`config.mk`:
```
export PLATFORM = sky130hd
export DESIGN_NAME = obi_apb_splitter_n
export DESIGN_NICKNAME = d
export VERILOG_FILES = /design/src/rtl/obi_apb_splitter_pkg.sv /design/src/rtl/obi_apb_addr_decode.sv /design/src/rtl/obi_apb_splitter_n.sv
export SDC_FILE = /design/constraint.sdc
export NUM_CORES = 1
export LEC_CHECK = 0
export ABC_AREA = 1
export ABC_CLOCK_PERIOD_IN_PS = 1400
export BUFFER_PORTS_ARGS = -buffer_cell sky130_fd_sc_hd__buf_2
export CORE_AREA = 3 3 145 147
export DETAILED_ROUTE_END_ITERATION = 16
export DIE_AREA = 0 0 148 150
export PLACE_DENSITY = 0.75
export REMOVE_ABC_BUFFERS = 1
export SETUP_SLACK_MARGIN = 0.3
export SLEW_MARGIN = 30
export SYNTH_ARGS = -nofsm -noshare
export SYNTH_HDL_FRONTEND = slang
export SYNTH_SLANG_ARGS = --single-unit
```
`constraint.sdc`:
```
create_clock -name clk -period 1.4 [get_ports clk]
set_input_delay 0.21 -clock clk [delete_from_list [all_inputs] [get_ports clk]]
set_output_delay 0.21 -clock clk [all_outputs]
set_load 0.03 [all_outputs]
```
`src/rtl/obi_apb_splitter_pkg.sv`:
```
`default_nettype none
// ============================================================================
// Module      : obi_apb_splitter_pkg
// Description : Shared types and helpers for the OBI-to-N-port APB splitter.
//               Provides the bridge FSM state type, the window-index decode
//               helper and the error-counter width.
// Revision    : 1.0 - initial release
// ============================================================================
package obi_apb_splitter_pkg;

    // Width of the saturating error-response counter.
    localparam int unsigned c_ERR_CNT_W = 8;

    // Bridge FSM states.
    typedef enum logic [1:0] {
        IDLE   = 2'd0,
        SETUP  = 2'd1,
        ACCESS = 2'd2,
        RESP   = 2'd3
    } state_t;

    // Window index of an address relative to the base of target 0.
    // Window size is a power of two, so the divide reduces to a shift.
    // Only meaningful when the address lies above the base.
    function automatic logic [63:0] addr_to_idx(
        input logic [63:0] addr,
        input logic [63:0] base,
        input int unsigned ss_log2
    );
        return (addr - base) >> ss_log2;
    endfunction

endpackage : obi_apb_splitter_pkg
`default_nettype wire

```
`src/rtl/obi_apb_addr_decode.sv`:
```
`default_nettype none
// ============================================================================
// Module      : obi_apb_addr_decode
// Description : Combinational address decode onto NUM_TARGETS equal windows.
// Ports       : i_addr   - OBI request address
//               o_hit    - address falls inside one of the target windows
//               o_idx    - index of the selected window (valid when o_hit)
//               o_offset - offset within the window, zero-extended
// Revision    : 1.0 - initial release
// ============================================================================
module obi_apb_addr_decode
    import obi_apb_splitter_pkg::*;
#(
    parameter int unsigned        NUM_TARGETS = 5,
    parameter int unsigned        OBI_AW      = 32,
    parameter int unsigned        APB_AW      = 32,
    parameter logic [OBI_AW-1:0]  ADDR_BASE   = 32'h0105_0000,
    parameter int unsigned        SS_SIZE     = 32'h1000,
    parameter int unsigned        IDX_W       = 3
) (
    input  logic [OBI_AW-1:0] i_addr,
    output logic              o_hit,
    output logic [IDX_W-1:0]  o_idx,
    output logic [APB_AW-1:0] o_offset
);

    // 64-bit arithmetic keeps the window end from wrapping when the
    // decoded region sits at the top of the OBI address space.
    localparam logic [63:0]       c_BASE     = 64'(ADDR_BASE);
    localparam logic [63:0]       c_END      = c_BASE + 64'(NUM_TARGETS) * 64'(SS_SIZE);
    localparam int unsigned       c_SS_LOG2  = $clog2(SS_SIZE);
    localparam logic [OBI_AW-1:0] c_OFF_MASK = OBI_AW'(SS_SIZE - 1);

    logic [63:0] w_addr64;

    assign w_addr64 = 64'(i_addr);
    assign o_hit    = (w_addr64 >= c_BASE) && (w_addr64 < c_END);
    assign o_idx    = IDX_W'(addr_to_idx(w_addr64, c_BASE, c_SS_LOG2));
    assign o_offset = APB_AW'(i_addr & c_OFF_MASK);

endmodule : obi_apb_addr_decode
`default_nettype wire

```
`src/rtl/obi_apb_splitter_n.sv`:
```
`default_nettype none
// ============================================================================
// Module      : obi_apb_splitter_n
// Description : OBI subordinate bridging one initiator onto NUM_TARGETS APB
//               windows. Single outstanding transaction, per-target enable
//               mask sampled at grant, error responses for unmapped/disabled
//               targets, PREADY timeout and a saturating error counter.
// Ports       : clk, reset_n         - clock, asynchronous active-low reset
//               obi_*                - OBI request/response channel (+parity)
//               tgt_en               - per-target enable mask
//               err_clr / err_cnt    - error counter clear / value
//               APB_*                - shared APB bus, one-hot PSEL, packed
//                                      per-target PRDATA/PREADY/PSLVERR
// Revision    : 1.0 - initial release
// ============================================================================
module obi_apb_splitter_n
    import obi_apb_splitter_pkg::*;
#(
    parameter int unsigned       NUM_TARGETS = 5,
    parameter int unsigned       OBI_AW      = 32,
    parameter int unsigned       OBI_DW      = 32,
    parameter int unsigned       OBI_IDW     = 1,
    parameter int unsigned       APB_AW      = 32,
    parameter logic [OBI_AW-1:0] ADDR_BASE   = 32'h0105_0000,
    parameter int unsigned       SS_SIZE     = 32'h1000,
    parameter int unsigned       TIMEOUT_CYC = 255
) (
    input  logic                          clk,
    input  logic                          reset_n,
    input  logic                          obi_req,
    input  logic                          obi_reqpar,
    input  logic [OBI_AW-1:0]             obi_addr,
    input  logic                          obi_we,
    input  logic [OBI_DW/8-1:0]           obi_be,
    input  logic [OBI_DW-1:0]             obi_wdata,
    input  logic [OBI_IDW-1:0]            obi_aid,
    input  logic                          obi_rready,
    input  logic                          obi_rreadypar,
    output logic                          obi_gnt,
    output logic                          obi_gntpar,
    output logic                          obi_rvalid,
    output logic                          obi_rvalidpar,
    output logic [OBI_DW-1:0]             obi_rdata,
    output logic                          obi_err,
    output logic [OBI_IDW-1:0]            obi_rid,
    input  logic [NUM_TARGETS-1:0]        tgt_en,
    input  logic                          err_clr,
    output logic [c_ERR_CNT_W-1:0]        err_cnt,
    output logic [APB_AW-1:0]             APB_PADDR,
    output logic [OBI_DW-1:0]             APB_PWDATA,
    output logic                          APB_PWRITE,
    output logic [OBI_DW/8-1:0]           APB_PSTRB,
    output logic                          APB_PENABLE,
    output logic [NUM_TARGETS-1:0]        APB_PSEL,
    input  logic [NUM_TARGETS*OBI_DW-1:0] APB_PRDATA,
    input  logic [NUM_TARGETS-1:0]        APB_PREADY,
    input  logic [NUM_TARGETS-1:0]        APB_PSLVERR
);

    localparam int unsigned c_IDX_W    = (NUM_TARGETS > 1) ? $clog2(NUM_TARGETS) : 1;
    localparam logic [7:0]  c_TMO_LAST = 8'(TIMEOUT_CYC - 1);

    state_t                 r_state;
    state_t                 w_state_nxt;

    logic                   w_hit;
    logic [c_IDX_W-1:0]     w_idx;
    logic [APB_AW-1:0]      w_offset;
    logic                   w_hs;
    logic                   w_rsp_hs;
    logic                   w_tgt_ok;
    logic                   w_pready;
    logic                   w_pslverr;
    logic [OBI_DW-1:0]      w_prdata;
    logic                   w_tmo;
    logic [NUM_TARGETS-1:0] w_psel_1h;
    logic                   w_unused_par;

    logic [c_IDX_W-1:0]     r_idx;
    logic [APB_AW-1:0]      r_paddr;
    logic [OBI_DW-1:0]      r_wdata;
    logic [OBI_DW/8-1:0]    r_pstrb;
    logic                   r_we;
    logic [OBI_IDW-1:0]     r_rid;
    logic [OBI_DW-1:0]      r_rdata;
    logic                   r_err;
    logic [7:0]             r_tcnt;
    logic [c_ERR_CNT_W-1:0] r_err_cnt;

    // Input parities are not checked.
    assign w_unused_par = obi_reqpar ^ obi_rreadypar;

    obi_apb_addr_decode #(
        .NUM_TARGETS (NUM_TARGETS),
        .OBI_AW      (OBI_AW),
        .APB_AW      (APB_AW),
        .ADDR_BASE   (ADDR_BASE),
        .SS_SIZE     (SS_SIZE),
        .IDX_W       (c_IDX_W)
    ) u_decode (
        .i_addr   (obi_addr),
        .o_hit    (w_hit),
        .o_idx    (w_idx),
        .o_offset (w_offset)
    );

    assign obi_gnt       = obi_req && (r_state == IDLE);
    assign obi_gntpar    = ~obi_gnt;
    assign obi_rvalid    = (r_state == RESP);
    assign obi_rvalidpar = ~obi_rvalid;
    assign obi_rdata     = r_rdata;
    assign obi_err       = r_err;
    assign obi_rid       = r_rid;
    assign err_cnt       = r_err_cnt;

    assign APB_PADDR  = r_paddr;
    assign APB_PWDATA = r_wdata;
    assign APB_PWRITE = r_we;
    assign APB_PSTRB  = r_pstrb;

    assign w_hs      = obi_gnt;
    assign w_rsp_hs  = obi_rvalid && obi_rready;
    // Enable mask is only looked at here, so later tgt_en changes cannot
    // disturb the transaction already in flight.
    assign w_tgt_ok  = w_hit && tgt_en[w_idx];
    assign w_pready  = APB_PREADY[r_idx];
    assign w_pslverr = APB_PSLVERR[r_idx];
    assign w_prdata  = APB_PRDATA[r_idx*OBI_DW +: OBI_DW];
    assign w_tmo     = (r_tcnt == c_TMO_LAST);
    assign w_psel_1h = NUM_TARGETS'(1) << r_idx;

    always_ff @(posedge clk or negedge reset_n) begin
        if (!reset_n) begin
            r_state <= IDLE;
        end else begin
            r_state <= w_state_nxt;
        end
    end

    // PSEL/PENABLE decode straight from the state so that an asynchronous
    // reset drops them without waiting for a clock.
    always_comb begin
        w_state_nxt = r_state;
        APB_PSEL    = '0;
        APB_PENABLE = 1'b0;
        case (r_state)
            IDLE: begin
                if (w_hs) begin
                    w_state_nxt = w_tgt_ok ? SETUP : RESP;
                end
            end
            SETUP: begin
                APB_PSEL    = w_psel_1h;
                w_state_nxt = ACCESS;
            end
            ACCESS: begin
                APB_PSEL    = w_psel_1h;
                APB_PENABLE = 1'b1;
                if (w_pready || w_tmo) begin
                    w_state_nxt = RESP;
                end
            end
            RESP: begin
                if (w_rsp_hs) begin
                    w_state_nxt = IDLE;
                end
            end
            default: w_state_nxt = IDLE;
        endcase
    end

    always_ff @(posedge clk or negedge reset_n) begin
        if (!reset_n) begin
            r_idx     <= '0;
            r_paddr   <= '0;
            r_wdata   <= '0;
            r_pstrb   <= '0;
            r_we      <= 1'b0;
            r_rid     <= '0;
            r_rdata   <= '0;
            r_err     <= 1'b0;
            r_tcnt    <= '0;
            r_err_cnt <= '0;
        end else begin
            if (w_hs) begin
                r_idx   <= w_idx;
                r_paddr <= w_offset;
                r_wdata <= obi_wdata;
                r_pstrb <= obi_we ? obi_be : '0;
                r_we    <= obi_we;
                r_rid   <= obi_aid;
                // Decode failures answer directly from IDLE; a good decode
                // overwrites these when the APB access completes.
                r_err   <= ~w_tgt_ok;
                r_rdata <= '0;
            end

            if (r_state == SETUP) begin
                r_tcnt <= '0;
            end

            // PREADY wins over a timeout landing in the same cycle.
            if (r_state == ACCESS) begin
                if (w_pready) begin
                    r_err   <= w_pslverr;
                    r_rdata <= (r_we || w_pslverr) ? '0 : w_prdata;
                end else if (w_tmo) begin
                    r_err   <= 1'b1;
                    r_rdata <= '0;
                end else begin
                    r_tcnt <= r_tcnt + 8'd1;
                end
            end

            if (err_clr) begin
                r_err_cnt <= '0;
            end else if (w_rsp_hs && r_err && (r_err_cnt != '1)) begin
                r_err_cnt <= r_err_cnt + 1'b1;
            end
        end
    end

endmodule : obi_apb_splitter_n
`default_nettype wire

```
After elaboration in Yosys (flattened, before gate mapping)
Index checks and enable logic that the tools add are counted.

storage, ports and cells
  bits of input ports = 252
  register bits after elaboration = 104
  output and inout bits = 121
  logic and storage cells = 72

cells by class
  reductions and logical operators = 12
  $add $sub $neg = 3
  muxes and demuxes = 29
  bitwise logic cells = 3
  order comparisons = 4
  shift operators = 2
  equality and inequality tests = 8

operators with widths
  kind                     count
  $mux W32                 5
  $shiftx A160 B9 Y32      1
  $mux W8                  6
  $ge A32 B25 Y1 const B   1
  $lt A32 B25 Y1 const B   1
  $add A8 B1 Y8 const B    2
  $sub A15 B1 Y15 const B  1
  $bmux W1 S3              3
  $eq A8 B8 Y1 const B     1
  $lt A3 B4 Y1 const B     2
  $mux W1                  8
  $mux W2                  4
  $ne A8 B8 Y1 const B     1
  $pmux W2 S4              1
  $logic_and A1 B1 Y1      6
  $mux W5                  1
  $shl A1 B3 Y5 const A    1
  $eq A2 B2 Y1 const B     2
  $mux W4                  1
  $ne A2 B2 Y1 const B     2
  $not A1 Y1               3
  $reduce_and A3 Y1        1
  $eq A2 B1 Y1 const B     1
  $logic_not A2 Y1         1
  other kinds (4)          5

Longest topological paths before layout
Gate-level depths: netlist of run 1.

  depth in word-level cells = 9
  mapped depth = 12
  mapped depth without buffers = 12

Cells and area by module
A second synthesis of run 1 with hierarchy kept.

unflattened totals
  cells, all modules = 1,034
  area, all modules = 7,288.2 µm²

modules (own cells, without submodules)
  module               cells an instance  area an instance (µm²)  sequential area each (µm²)  times used
  obi_apb_splitter_n   977                6,939.2                 3,103.0                     1
  obi_apb_addr_decode  57                 349.1                   0.0                         1

Worst setup path after synthesis of run 1
OpenSTA, ideal clock, no wires.

  path kind = reg2reg
  from = reg r_state[0]
  to = reg r_wdata[22], in the netlist APB_PWDATA[22]
  path slack = -343 ps
  cell stages (with the launch flop) = 8
  data required time = 1,333 ps
  buffers on the path = 2
  data arrival time = 1,676 ps
  period minus slack after synthesis = 1,743 ps
  path through = dfrtp_1 > inv_1 > ha_1 > nand2_1 > clkbuf_1 > clkbuf_1 > nand2_1 > nand2_1

on the way
  longest elaborated chain between the ends = 2

ends and longest elaborated chain
  element                 RTL line                   RTL
  from (decl)             obi_apb_splitter_n.sv:63   state_t r_state;
  from (signal assigned)  obi_apb_splitter_n.sv:136  r_state <= w_state_nxt;
  $logic_not A2 Y1        obi_apb_splitter_n.sv:107  assign obi_gnt = obi_req && (r_state == IDLE);
  $logic_and A1 B1 Y1     obi_apb_splitter_n.sv:107
  to (signal assigned)    obi_apb_splitter_n.sv:188  r_wdata <= obi_wdata;
  to (decl)               obi_apb_splitter_n.sv:81   logic [OBI_DW-1:0] r_wdata;

Every way passes these cells.
A chain may end at the register's enable or synchronous reset.

Worst setup path in the final report of run 1
  from = reg r_idx[0]
  to = reg r_rdata[8], in the netlist obi_rdata[8]

on the way
  longest elaborated chain between the ends = 6
  elaborated cells between the ends (all ways) = 9
  those cells by class = 1 x shift; 7 x mux; 1 x reduce/logical

ends and longest elaborated chain
  element                                                                      RTL line                   RTL
  from (decl)                                                                  obi_apb_splitter_n.sv:79   logic [c_IDX_W-1:0] r_idx;
  from (signal assigned)                                                       obi_apb_splitter_n.sv:186  r_idx <= w_idx;
  parallel branches: the longest is 4 deep, another holds $shiftx A160 B9 Y32  --
  $mux W32 (*)                                                                 obi_apb_splitter_n.sv:204  if (w_pready) begin
  $mux W32 (*)                                                                 obi_apb_splitter_n.sv:203  if (r_state == ACCESS) begin
  to (signal assigned)                                                         obi_apb_splitter_n.sv:206  r_rdata <= (r_we || w_pslverr) ? '0 : w_prdata;
  to (decl)                                                                    obi_apb_splitter_n.sv:85   logic [OBI_DW-1:0] r_rdata;

Every way passes the cells marked *. The select of a mux whose other input is x is not followed.

==> flow_summary.ini, run 1 <==
[detailed_routing]
via_to_cell_ratio = 5.03
route.vias.total = 8926
antenna_violating_nets_post_route = 0
drc_errors = 0
routedWlPerCell_um = 18.3
dr.first_iter.drc_count = 531
drt_pre_antenna_iters = 7
postRouteWirelength_mm = 32.5

[run_status]
outcome = complete, but fails checks
failed_checks = negative setup slack

[placement]
place.detailed.hpwl_mm = 19.0
preCtsSetupSlack_ns = -0.419
io_buffers = 350
numPlacedInstances = 1654
finalWeightedCongestion = 0.889

[floorplan]
coreArea_um2 = 20000
fp-row-count = 52
die_y_um = 150
design.die.area_um2 = 22200
start_util_pct = 33.9
die_w_um = 148
pin_count = 373

[hold_path]
hold_path_depth = 3
hold_end = APB_PWDATA[8]$_DFFE_PN0P_
min_path_type = in2reg
source_of_the_worst_hold_timing_path = obi_wdata[8]

[finish]
final_layout_size_suffix_gt1_share_pct = 52.8
num-nets-final = 1759
seq_area_um2 = 2610
multi_input_area_um2 = 4380
layout_fillers = 1648
flow.area_growth_from_synthesis_pct = 84.4
layout.cells.non_filler = 1775

[timing]
final_max_slew_viol_count = 0
finalWorstSetupSlack_ns = -0.378
rsz0062_at_grt = yes
post-route-period-util_pct = 127
finalClockSkew_ns = 0.0116
timing.final.setup_violations = 113
timing.final.crit_period_ns = 1.78
report.final.hold_viol_count = 0
maximum_clock_frequency_mhz = 562

[synthesis]
synth-compound-area-share_pct = 8.93
muxShareOfSynthArea_pct = 0
average_size_of_a_mapped_cell_um2 = 6.76
netlist_instances = 1005
synth_top_family_by_area = simple AND/OR/NAND/NOR gates
share_of_synthesized_area_occupied_by_flip_flops_and_latches_pct = 38.3
yosys_register_bits = 104
yosys_warnings = 0
synth_area_um2 = 6800
synth.distinct_cells = 35
synthSimpleGateAreaFrac_pct = 39.3
post_synth_fa_ha_maj_area_fraction_pct = 1.47
synth-xor-area-share_pct = 0.773

[clock_tree]
worst_setup_hold_path_clk_slew_ns = 0.09
cts.path.max_buffers = 2
cts_tree = done
clock-sinks = 104
h-tree-depth = 3
numCtsBuffers = 9
clock_latency_ns = 0.37
clk_root_buffer_cell = sky130_fd_sc_hd__clkbuf_16

[critical_path]
worst_ep_required_time_ns = 1.69
crit_start = r_idx[0]$_DFFE_PN0P_
worstPathArrival_ns = 2.07
r2r_setup_slack_ns = -0.38
kind_of_critical_path = reg2reg
setup_crit_end_kind = flip-flop
regToRegEndpoint = obi_rdata[8]$_DFF_PN0_
worst_flop_to_flop_path_startpoint = r_idx[0]$_DFFE_PN0P_
start_kind = flip-flop
worst-path-max-fanout = 9
reg2regPathDepth = 11

[pwr]
ir_worst_vdd_v = 0.000929
power.static_leakage_nw = 6.88
power_density_nw_per_um2 = 2260

[global_route]
grt_usage_pct = 24.4
antenna_found_initial = 1
globalRouteOverflowTotal = 0
grt_first_pass_wirelength_mm = 43.1
grt_pass1_vias = 8355
grt_start_max_net_pins = 54

[flow_run]
maxCapViolCount = 0
-- cells in the final DEF, fill, tap and decap left out, types with 9 or more instances in the layout --
cell type / n
sky130_fd_sc_hd__buf_2: 248
sky130_fd_sc_hd__nand2_1: 176
sky130_fd_sc_hd__nor2_1: 135
sky130_fd_sc_hd__buf_6: 130
sky130_fd_sc_hd__nand2_2: 115
sky130_fd_sc_hd__buf_4: 113
sky130_fd_sc_hd__dfrtp_1: 100
sky130_fd_sc_hd__nand3_1: 75
sky130_fd_sc_hd__inv_1: 60
sky130_fd_sc_hd__o21ai_1: 57
sky130_fd_sc_hd__nand2_4: 48
sky130_fd_sc_hd__a21oi_1: 33
sky130_fd_sc_hd__buf_12: 22
sky130_fd_sc_hd__conb_1: 20
sky130_fd_sc_hd__nor3_1: 17
sky130_fd_sc_hd__clkbuf_16: 15
sky130_fd_sc_hd__buf_16: 12
sky130_fd_sc_hd__nand3_2: 11
sky130_fd_sc_hd__nor3_2: 11
sky130_fd_sc_hd__o21ai_2: 10
sky130_fd_sc_hd__inv_2: 9
sky130_fd_sc_hd__nor2_4: 9
-- worst max-delay path by stage --
stage	to	slack, ns	depth (start not counted)
2_1_floorplan	obi_err$_DFF_PN0_	-2.66	8
3_3_place_gp	err_cnt[0]$_DFFE_PN0P_	-0.31	9
3_5_place_dp	err_cnt[6]$_DFFE_PN0P_	-0.42	9
4_1_cts	APB_PSEL[2]	-0.27	5
5_1_grt	obi_rdata[28]$_DFF_PN0_	-0.43	11
6_report	obi_rdata[8]$_DFF_PN0_	-0.38	11
-- repair_timing --
action,4_1_cts,5_1_grt
buffers inserted,52,33
hold buffers,1,0
endpoints found under the setup margin,205,205
pin swaps,32,38
gates resized for setup,389,162
hold endpoints to repair,23,0
cloned,12,6
-- per-stage QoR --
stage                     utilization (%)  hold slack [ns]  power (mW)  TNS (ns)  area [um^2]
after floorplan                         -          -0.0856        13.1   -209.55         6390
after global placement               46.6            0.165        18.2    -10.65         9330
after detailed placement             46.6            0.166        18.4    -12.86         9330
after CTS                            57.5           0.0272        25.5    -12.20        11500
after global routing                 62.5           0.0467        29.8    -32.13        12500
final                                62.5           0.0375        28.4    -27.48        12500
-- power by group --
part           switching (mW)  internal, mW  total, mW
Clock                    1.33          1.26       2.59
Combinational            11.1          9.26       20.4
Sequential               1.14          4.29       5.43
Total                    13.6          14.8       28.4
-- registers in the layout, summed over array words and instances (netlist names), 2 cells and up --
name / count
err_cnt: 8
APB_PSTRB: 4
APB_PADDR: 12
APB_PWDATA: 32
r_tcnt: 8
obi_rdata: 32
r_state: 2
r_idx: 3
-- layout make-up --
type,count,area share [%]
clock inverters,6,0.459
flip-flops and latches,104,20.8
diodes,1,0.0200
multi-input cells,770,34.9
well taps,270,2.70
repair buffers,541,37.0
clock buffers,10,1.83
inverters,73,2.27
-- metal layers --
layer | wire length, um | up-vias | track usage (%) | share of wire (%)
met5 | 9 | - | 0 | 0.028
met2 | 16900 | 450 | 43.2 | 52
met4 | 1310 | 2 | 8.31 | 4.0
li1 | - | 4132 | - | -
met1 | 12000 | 4231 | 29.9 | 37
met3 | 2230 | 111 | 4.48 | 6.9
-- cells in the mapped netlist --
cell type	n	share of area [%]
sky130_fd_sc_hd__nand2_1	303	17
sky130_fd_sc_hd__nor2_1	144	8.0
sky130_fd_sc_hd__dfrtp_1	104	38
sky130_fd_sc_hd__nand3_1	86	6.3
sky130_fd_sc_hd__inv_1	67	3.7
sky130_fd_sc_hd__o21ai_1	49	3.6
sky130_fd_sc_hd__nand2_2	35	3.2
sky130_fd_sc_hd__a21oi_1	34	2.5
sky130_fd_sc_hd__buf_4	28	3.1
sky130_fd_sc_hd__nor3_1	28	2.1
sky130_fd_sc_hd__o21ai_0	27	2.0
sky130_fd_sc_hd__clkbuf_1	24	1.3
sky130_fd_sc_hd__buf_2	10	0.74
sky130_fd_sc_hd__buf_1	9	0.50
sky130_fd_sc_hd__ha_1	8	1.5
sky130_fd_sc_hd__nand4_1	8	0.74
sky130_fd_sc_hd__xor2_1	5	0.64
sky130_fd_sc_hd__inv_2	4	0.22
sky130_fd_sc_hd__o22a_1	4	0.52
sky130_fd_sc_hd__or2_2	4	0.37
sky130_fd_sc_hd__buf_12	3	0.88
sky130_fd_sc_hd__buf_6	3	0.50
sky130_fd_sc_hd__nand2_4	3	0.50
sky130_fd_sc_hd__inv_4	2	0.18
sky130_fd_sc_hd__nand3_2	2	0.29
sky130_fd_sc_hd__nor2_8	2	0.59
sky130_fd_sc_hd__and3_1	1	0.092
sky130_fd_sc_hd__conb_1	1	0.055
sky130_fd_sc_hd__nand3b_1	1	0.11
sky130_fd_sc_hd__nand4_2	1	0.18
sky130_fd_sc_hd__nor2_4	1	0.17
sky130_fd_sc_hd__o211ai_1	1	0.11
sky130_fd_sc_hd__o21bai_1	1	0.11
sky130_fd_sc_hd__o22ai_1	1	0.092
sky130_fd_sc_hd__xnor2_1	1	0.13
-- critical path, cell delays in order, from the launching register on --
cell	delay, ns
sky130_fd_sc_hd__dfrtp_2	0.46
sky130_fd_sc_hd__buf_12	0.15
sky130_fd_sc_hd__nor2_4	0.14
sky130_fd_sc_hd__inv_4	0.07
sky130_fd_sc_hd__nor2_8	0.11
sky130_fd_sc_hd__nand2_4	0.09
sky130_fd_sc_hd__nand2_4	0.09
sky130_fd_sc_hd__inv_4	0.05
sky130_fd_sc_hd__nor2_8	0.22
sky130_fd_sc_hd__clkbuf_16	0.22
sky130_fd_sc_hd__nand2_2	0.05
sky130_fd_sc_hd__nand2_1	0.06
-- logic make-up (layout without fill, tap and decap cells) --
family,Yosys count,after routing
AND/OR/NAND/NOR,619,619
buffers and inverters,150,630
AO/OA/AOI/OAI,117,117
flip-flops,104,104
adder cells (fa/ha/maj),8,8
XOR/XNOR,6,6
other,1,21
Power figures use the tool's default switching activity.
==> inputs of run 2 (changes only) <==
--- a/config.mk
+++ b/config.mk
@@ -11,10 +11,11 @@
 export CORE_AREA = 3 3 145 147
 export DETAILED_ROUTE_END_ITERATION = 16
 export DIE_AREA = 0 0 148 150
-export PLACE_DENSITY = 0.75
+export PLACE_DENSITY = 0.66
 export REMOVE_ABC_BUFFERS = 1
 export SETUP_SLACK_MARGIN = 0.3
-export SLEW_MARGIN = 30
+export SKIP_CTS_REPAIR_TIMING = 1
+export SLEW_MARGIN = 20
 export SYNTH_ARGS = -nofsm -noshare
 export SYNTH_HDL_FRONTEND = slang
 export SYNTH_SLANG_ARGS = --single-unit
==> flow_summary.ini, run 2 (synthesized netlist as in run 1, its figures left out) <==
[floorplan]
fp-row-count = 52
start_util_pct = 33.9
die_w_um = 148
design.die.area_um2 = 22200
coreArea_um2 = 20000
pin_count = 373
die_y_um = 150

[placement]
post_dp_cell_area_um2 = 9330
finalWeightedCongestion = 0.853
io_buffers = 350
preCtsSetupSlack_ns = -0.348
place.detailed.hpwl_mm = 18.8

[critical_path]
crit_buf_inv = 2
critPathSlowestCell = sky130_fd_sc_hd__dfrtp_1
setup_crit_end_kind = output pin
worst-path-max-fanout = 4
start_kind = flip-flop
worstPathArrival_ns = 1.50
crit_chain = inv_2 -> ha_4 -> nand2_8 -> nor2_4 -> buf_6
kind_of_critical_path = reg2out
critical_path.top_delay_family = flip-flops
worst_ep_required_time_ns = 1.19
max_stage_delay_ns = 0.41

[pwr]
power.static_leakage_nw = 6.37
power_density_nw_per_um2 = 2240
internal_power_mw = 13.9
p_comb_share_pct = 68.6
ir_worst_vdd_v = 0.00104
sw_frac_of_total_pct = 46.8
flop_pwr_share_pct = 20.6
net-switching-power_mw = 12.2
clk_network_pwr_share_pct = 10.8

[detailed_routing]
dr.first_iter.drc_count = 338
routedWlPerCell_um = 15.5
via_to_cell_ratio = 4.71
route.vias.total = 8216
drt_pre_antenna_iters = 5
antenna_violating_nets_post_route = 0
postRouteWirelength_mm = 26.9
drc_errors = 0

[global_route]
grt_usage_pct = 20.7
grt_pass1_vias = 7243
grt_first_pass_wirelength_mm = 36.7
antenna_found_initial = 3
grt_start_max_net_pins = 80
globalRouteOverflowTotal = 0

[clock_tree]
numCtsBuffers = 9
clock-sinks = 104
cts.path.max_buffers = 2
cts_tree = done
worst_setup_hold_path_clk_slew_ns = 0.08
clk_root_buffer_cell = sky130_fd_sc_hd__clkbuf_16
clock_latency_ns = 0.35
h-tree-depth = 3

[run_status]
outcome = complete, but fails checks
failed_checks = negative setup slack

[timing]
final_max_slew_viol_count = 0
report.final.hold_viol_count = 0
finalClockSkew_ns = 0.00868
timing.final.setup_violations = 98
timing.final.crit_period_ns = 1.71
post-route-period-util_pct = 122
maximum_clock_frequency_mhz = 584
finalWorstSetupSlack_ns = -0.313
rsz0062_at_grt = yes

[hold_path]
min_path_type = in2reg

[finish]
flow.area_growth_from_synthesis_pct = 72.0
final_layout_size_suffix_gt1_share_pct = 47.6
post-route-cell-area_um2 = 11700
mostFrequentLayoutCell = sky130_fd_sc_hd__buf_2
layout_fillers = 1855
number_of_antenna_diodes = 0
num-nets-final = 1728
layout_common_cells = sky130_fd_sc_hd__buf_2, sky130_fd_sc_hd__nand2_1, sky130_fd_sc_hd__nor2_1, sky130_fd_sc_hd__buf_4, sky130_fd_sc_hd__buf_6

[flow_run]
maxCapViolCount = 0
## run 2: changes by cell type in the layout (fill, tap and decap cells not counted), moves of 6 or more
cell	change
sky130_fd_sc_hd__buf_16	-12
sky130_fd_sc_hd__buf_2	+8
sky130_fd_sc_hd__buf_6	-27
sky130_fd_sc_hd__clkbuf_16	+6
sky130_fd_sc_hd__nand2_1	+67
sky130_fd_sc_hd__nand2_2	-31
sky130_fd_sc_hd__nand2_4	-37
sky130_fd_sc_hd__nand3_1	-6
sky130_fd_sc_hd__nand3_2	+6
## run 2: routing by layer
metal | wire [um] | GRT usage (%)
met1 | 10900 | 25.8
met2 | 13600 | 36.1
met3 | 1710 | 4.78
met4 | 610 | 5.54
met5 | 34 | 0
## run 2: power groups by stage
| stage | logic [mW] | registers (mW) | clock network, mW |
|---|---|---|---|
| final | 17.9 | 5.38 | 2.84 |
| after global routing | 19.3 | 5.49 | 3.03 |
| after CTS | 13.3 | 5.06 | 2.92 |
| after detailed placement | 13.3 | 5.08 | 0 |
| after global placement | 13.2 | 5.04 | 0 |
| after floorplan | 5.37 | 7.69 | 0 |
## run 2: worst paths after layout
path                                            start                         end  slack (ns)  depth (start not counted)
setup / recovery               r_state[0]$_DFFE_PN0P_                 APB_PSEL[0]       -0.31                          5
hold / removal                          obi_wdata[19]  APB_PWDATA[19]$_DFFE_PN0P_        0.05                          3
setup reg to reg                 r_idx[0]$_DFFE_PN0P_      obi_rdata[3]$_DFF_PN0_       -0.28                          9
hold reg to reg            APB_PWDATA[10]$_DFFE_PN0P_  APB_PWDATA[10]$_DFFE_PN0P_        0.48                          2
max in group asynchronous                     reset_n      APB_PWRITE$_DFFE_PN0P_        0.59                          3
min in group asynchronous                     reset_n         r_tcnt[6]$_DFF_PN0_        0.43                          3
## run 2: cell type report
class	instances	area, um^2	area share (%)
well taps	270	338	2.89
clock inverters	6	100	0.856
clock buffers	10	229	1.96
repair buffers	510	4090	35.0
multi-input cells	770	4040	34.5
flip-flops and latches	104	2610	22.3
inverters	73	287	2.45
## run 2: worst register-to-register path: stages (launching register included)
cell	delay (ns)
sky130_fd_sc_hd__dfrtp_2	0.46
sky130_fd_sc_hd__buf_12	0.14
sky130_fd_sc_hd__buf_4	0.17
sky130_fd_sc_hd__buf_12	0.18
sky130_fd_sc_hd__nor2_1	0.14
sky130_fd_sc_hd__o21ai_1	0.08
sky130_fd_sc_hd__a21oi_1	0.23
sky130_fd_sc_hd__nor3_2	0.06
sky130_fd_sc_hd__nand2_2	0.07
sky130_fd_sc_hd__nand2_2	0.04
## run 2: per-stage QoR
step	std cells	hold WS [ns]	setup TNS, ns	utilization (%)	power, mW
finish	1743	0.0458	-15.09	58.3	26.1
global route	1743	0.0388	-22.94	58.3	27.8
CTS	1671	-0.124	-17.41	48.2	21.3
detailed placement	1655	0.260	-11.94	46.5	18.4
global placement	1655	0.260	-9.05	46.5	18.2
floorplan	947	-0.0856	-209.55	-	13.1
